<file path="config.mk">
export PLATFORM = sky130hd
export DESIGN_NAME = dec2_4_timed
export DESIGN_NICKNAME = d
export VERILOG_FILES = /design/src/rtl/dec_pkg.sv /design/src/rtl/dec_hold_timer.sv /design/src/rtl/dec2_4_timed.sv
export SDC_FILE = /design/constraint.sdc
export NUM_CORES = 1
export LEC_CHECK = 0
export BUFFER_PORTS_ARGS = -buffer_cell sky130_fd_sc_hd__buf_2
export CORE_UTILIZATION = 50
export CTS_BUF_LIST = sky130_fd_sc_hd__clkbuf_8
export DETAILED_ROUTE_END_ITERATION = 6
export PLACE_DENSITY = 0.79
export SYNTH_ARGS = -nofsm -noshare
export SYNTH_HDL_FRONTEND = slang
export SYNTH_SLANG_ARGS = --single-unit
</file>
<file path="constraint.sdc">
create_clock -name clk -period 2.3 [get_ports clk]
set_clock_uncertainty 0.15 [all_clocks]
set_input_delay 0.46 -clock clk [delete_from_list [all_inputs] [get_ports clk]]
set_output_delay 0.46 -clock clk [all_outputs]
set_load 0.03 [all_outputs]
</file>
<file path="src/rtl/dec_pkg.sv">
// Shared types and constants for the timed 2-to-4 decoder.
package dec_pkg;
  localparam int CNT_W = 8;

  typedef enum logic [1:0] {
    IDLE  = 2'd0,
    DRIVE = 2'd1,
    GAP   = 2'd2
  } dec_state_e;

  localparam dec_state_e       STATE_RST = IDLE;
  localparam logic [3:0]       OUT_RST   = 4'b0000;
  localparam logic             DONE_RST  = 1'b0;
  localparam logic [CNT_W-1:0] CNT_RST   = '0;

  function automatic logic [3:0] onehot4(input logic [1:0] code);
    return 4'b0001 << code;
  endfunction
endpackage

</file>
<file path="src/rtl/dec_hold_timer.sv">
// Loadable down-counter; saturates at zero. 'last' flags count==1 so the
// owner can register a pulse that lines up with the zero cycle.
module dec_hold_timer
  import dec_pkg::*;
(
  input  logic             clk,
  input  logic             rst_n,
  input  logic             load,
  input  logic [CNT_W-1:0] load_val,
  input  logic             dec,
  output logic             zero,
  output logic             last
);
  logic [CNT_W-1:0] cnt;

  // load has priority over decrement; never wraps below zero
  always_ff @(posedge clk or negedge rst_n) begin
    if (!rst_n)                cnt <= CNT_RST;
    else if (load)             cnt <= load_val;
    else if (dec && cnt != '0) cnt <= cnt - 1'b1;
  end

  assign zero = (cnt == '0);
  assign last = (cnt == CNT_W'(1));
endmodule

</file>
<file path="src/rtl/dec2_4_timed.sv">
// Sequential 2-to-4 decoder: accepts {I1,I0} via valid/ready and holds the
// one-hot output for HOLD_CYCLES cycles. Define DEC_GAP_EN to compile in the
// GAP state (forced all-zero GAP_CYCLES after each hold, break-before-make).
module dec2_4_timed
  import dec_pkg::*;
#(
  parameter int unsigned HOLD_CYCLES = 4,
  parameter int unsigned GAP_CYCLES  = 2
) (
  input  logic clk,
  input  logic rst_n,
  input  logic en,
  input  logic valid_i,
  input  logic I1,
  input  logic I0,
  output logic ready_o,
  output logic O3,
  output logic O2,
  output logic O1,
  output logic O0,
  output logic done_o
);
`ifdef DEC_GAP_EN
  localparam bit GAP_EN = 1'b1;
`else
  localparam bit GAP_EN = 1'b0;
`endif

  localparam logic [CNT_W-1:0] HOLD_LOAD = CNT_W'(HOLD_CYCLES - 1);
  localparam logic [CNT_W-1:0] GAP_LOAD  = CNT_W'(GAP_CYCLES - 1);
  localparam logic             HOLD_ONE  = (HOLD_CYCLES == 1);

  dec_state_e state;
  logic [3:0] o_q;
  logic       done_q;
  logic       hold_zero, hold_last, gap_zero;
  logic       accept;
  logic [1:0] code;

  assign code    = {I1, I0};
  assign ready_o = en & ((state == IDLE) |
                         ((state == DRIVE) & hold_zero & !GAP_EN));
  assign accept  = valid_i & ready_o;

  // Hold timer: reloaded on every accept, cleared while disabled
  dec_hold_timer u_hold (
    .clk      (clk),
    .rst_n    (rst_n),
    .load     (accept | !en),
    .load_val (en ? HOLD_LOAD : CNT_RST),
    .dec      (state == DRIVE),
    .zero     (hold_zero),
    .last     (hold_last)
  );

`ifdef DEC_GAP_EN
  logic gap_last_unused;

  // Gap timer: armed on the last DRIVE cycle, cleared while disabled
  dec_hold_timer u_gap (
    .clk      (clk),
    .rst_n    (rst_n),
    .load     (((state == DRIVE) & hold_zero) | !en),
    .load_val (en ? GAP_LOAD : CNT_RST),
    .dec      (state == GAP),
    .zero     (gap_zero),
    .last     (gap_last_unused)
  );
`else
  logic unused_gap;
  assign unused_gap = ^GAP_LOAD;
  assign gap_zero   = 1'b1;
`endif

  // Control FSM with registered one-hot outputs and done pulse
  always_ff @(posedge clk or negedge rst_n) begin
    if (!rst_n) begin
      state  <= STATE_RST;
      o_q    <= OUT_RST;
      done_q <= DONE_RST;
    end else if (!en) begin
      state  <= IDLE;
      o_q    <= OUT_RST;
      done_q <= DONE_RST;
    end else begin
      case (state)
        IDLE: if (accept) begin
          state  <= DRIVE;
          o_q    <= onehot4(code);
          done_q <= HOLD_ONE;
        end
        DRIVE: begin
          if (!hold_zero) begin
            done_q <= hold_last;
          end else if (GAP_EN) begin
            state  <= GAP;
            o_q    <= OUT_RST;
            done_q <= DONE_RST;
          end else if (accept) begin
            o_q    <= onehot4(code);
            done_q <= HOLD_ONE;
          end else begin
            state  <= IDLE;
            o_q    <= OUT_RST;
            done_q <= DONE_RST;
          end
        end
        GAP: if (gap_zero) state <= IDLE;
        default: state <= IDLE;
      endcase
    end
  end

  assign {O3, O2, O1, O0} = o_q;
  assign done_o           = done_q;
endmodule

</file>
==> results.py <==
metrics = {
    "synthesis": {
        "synth_edf_count": 0,
        "synthArstFlopShare_pct": 100.0,
        "yosysTopAreaCell": "dfrtp_1",
        "synth_area_um2": 795.8,
        "syn-num-nets": 91,
        "synthCells": 82,
        "synthTopCellsByArea": "dfrtp_1 44%, ha_1 4.7%, nor2b_1 3.9%",
        "yosys_warnings": 0,
        "synth_seq_area_share_pct": 44.03,
        "synth_top_cell_area_share_pct": 44.03,
        "yosys-top-cells-count": "14 x dfrtp_1, 8 x inv_1, 5 x nand2_1, 5 x nor2b_1",
        "syn_avg_cell_area_um2": 9.704,
        "synth-main-ff-cell": "dfrtp_1",
        "synth.most_common_cell": "dfrtp_1",
        "ys_ff_latch": 14,
        "ys_types": 34,
    },
    "worst_setup_path": {
        "reg2reg_depth": 7,
        "arrival_ns": 1.76,
        "startpoint_type": "register",
        "ff2ff_setup_slack_ns": 0.13,
        "crit_chain": "inv_2 -> ha_4 -> or4b_4 -> o21ai_2 -> and2_4 -> buf_6",
        "path_class": "register to output pin",
        "slowest_delay_ns": 0.47,
        "required_ns": 1.69,
        "r2r-end": "o_q[2]$_DFFE_PN0P_",
        "reg2reg_from": "u_hold.cnt[0]$_DFFE_PN0P_",
        "cp_max_fo": 2,
        "cpMaxStageDelayCell": "or4b_4",
        "endpoint_kind": "output pin",
    },
    "floorplan": {
        "rows": 14,
        "initial_utilization_pct": 53.45,
        "core-area_um2": 1489,
        "io-pin-count": 12,
        "die_h_um": 41.90,
        "die_w_um": 41.90,
        "die_area_um2": 1755,
    },
    "clock_network": {
        "cts_sinks": 14,
        "clk_path_buf_depth": 2,
        "htree_levels": 1,
        "tritoncts": "built",
        "worst_skew_pair.late_latency_ns": 0.25,
        "clockRootBuffer": "clkbuf_8",
        "cts_buffers": 3,
        "clk_pin_slew_ns": 0.06,
    },
    "outcome": {
        "status": "finished with violations",
        "violations": "negative setup slack",
    },
    "min_path": {
        "hold_path_end": "o_q[1]$_DFFE_PN0P_",
        "hp-class": "input pin to register",
        "min-delay-start": "I1",
        "min_path_cells": 2,
    },
    "grt": {
        "grt_pass1_vias": 655,
        "grt-ovfl-total": 0,
        "grt_pass1_wl_mm": 3.042,
        "grt_use_total_pct": 23.18,
        "antenna_found_initial": 0,
        "grt_max_degree": 16,
    },
    "power_and_ir_drop": {
        "power_leakage_nw": 0.4597,
        "power_density_nw_per_um2": 721.5,
        "total_power_mw": 0.7177,
        "ir_worst_vdd_uv": 463.4,
    },
    "finish": {
        "fin_nets": 112,
        "stdcell_area_um2": 994.7,
        "utilization_pct": 66.81,
        "area_growth_pct": 25.00,
        "layout-drive-gt1-share_pct": 30.39,
        "fin_cells": 118,
        "n_antenna_cell": 0,
    },
    "route": {
        "first_pass_iters": 5,
        "drc": 0,
        "wl_per_cell_um": 15.83,
        "ant_nets": 0,
        "drt_iter0_drc": 36,
        "wirelength_mm": 1.868,
        "viasPerCell": 5.975,
        "vias": 705,
    },
    "timing": {
        "slew_headroom_pct": 62.59,
        "setup_ws_ns": -0.07380,
        "timing.hold.ws_ns": 0.2869,
        "tns_ns": -0.07380,
        "min_period_ns": 2.374,
        "drv_slew": 0,
        "tightestPinTransition_ns": 0.5568,
        "hold_viol_final": 0,
        "max_freq_mhz": 421.3,
        "rsz0062_at_grt": "true",
        "finalCritPeriodShare_pct": 103.2,
        "setup_viol": 1,
    },
    "flow_run": {
        "maxCapViolCount": 0,
    },
    "placed_design": {
        "port_buffers": 11,
        "hpwl_mm": 1.136,
        "dp_slack_ns": 0.09648,
        "gp_congestion": 0.8477,
        "place_inst": 106,
        "dpl_cell_area_um2": 855.8,
    },
}
-- worst max-delay path: cells and delay by family, from the launching register on --
family / cells / cell delay (ns)
AND/OR/NAND/NOR: 2 / 0.63
flip-flops: 1 / 0.39
adder cells (fa/ha/maj): 1 / 0.12
buffers and inverters: 2 / 0.20
AO/OA/AOI/OAI: 1 / 0.16
-- where the power goes --
part	leakage (nW)	switching, mW	total [mW]	internal [mW]
combinational	0.242	0.103	0.191	0.0878
sequential	0.189	0.0191	0.282	0.263
clock	0.0288	0.0930	0.245	0.152
total	0.460	0.215	0.718	0.502
-- routing by layer --
layer  up-vias  wire (um)  GRT usage (%)
met5         -          0              0
met4         0         43          12.26
met3         7        133          4.348
met2        33        891          35.00
met1       333        800          31.61
li1        332          -              -
-- kinds of logic (layout without fill, tap and decap cells) --
group | after synthesis | count (layout) | share of synthesized area, %
flops | 14 | 14 | 44.03
xor+xnor | 2 | 2 | 2.202
buf+inv | 12 | 32 | 6.604
fa+ha+maj | 3 | 3 | 4.717
compound gates | 23 | 23 | 21.70
simple gates | 28 | 28 | 20.75
-- how the worst max path moves through the flow --
stage / start / end / slack, ns / cells past startpoint
3_3_place_gp: u_hold.cnt[0]$_DFFE_PN0P_ / ready_o / 0.12 / 6
2_1_floorplan: u_hold.cnt[0]$_DFFE_PN0P_ / ready_o / 0.12 / 5
5_1_grt: u_hold.cnt[0]$_DFFE_PN0P_ / ready_o / -0.11 / 6
3_5_place_dp: u_hold.cnt[0]$_DFFE_PN0P_ / ready_o / 0.1 / 6
4_1_cts: u_hold.cnt[0]$_DFFE_PN0P_ / ready_o / -0.05 / 6
6_report: u_hold.cnt[0]$_DFFE_PN0P_ / ready_o / -0.07 / 6
-- sequential cells by signal, indices dropped and copies added (netlist names) --
signal      flops
state           1
o_q             4
u_hold.cnt      8
done_o          1
-- layout by cell type (no fill, tap or decap) --
cell and instances:
or3_1 1, dfrtp_1 14, a21oi_1 2, and3_1 1, a22oi_1 1, nor2b_1 5, a21boi_0 4, and4b_2 1
a32oi_1 1, o31ai_1 1, buf_6 1, nor3b_1 2, clkbuf_8 4, buf_2 10, nand2_1 5, inv_1 6
o21ai_2 1, o22ai_1 2, ha_4 1, inv_2 2, nor4_1 1, nand4_1 2, nor3_1 3, nand3_1 1
o32ai_1 2, o311a_1 1, xor2_1 2, ha_1 2, o21a_1 2, o21ai_4 1, o311ai_0 1, nand2b_1 1
or4b_4 1, dlygate4sd3_1 1, and2_4 1, buf_4 8, nor2_1 3, o21ai_0 4
-- final cells by class --
cell class	instances	area (um2)
clock buffer	4	55.05
inverter	8	30.03
fill	108	494.2
sequential	14	350.3
tap	16	20.02
multi-input combinational	56	407.9
timing repair buffer	20	131.4
-- what timing repair did --
item | CTS | global route
endpoints found under the setup margin | 1 | 1
hold buffers | 1 | 0
gates resized for setup | 6 | 1
endpoints found under the hold margin | 14 | 0
pin swaps | 2 | 1
setup buffers | 6 | 1
Note: power is estimated with default switching activity, not from simulation.
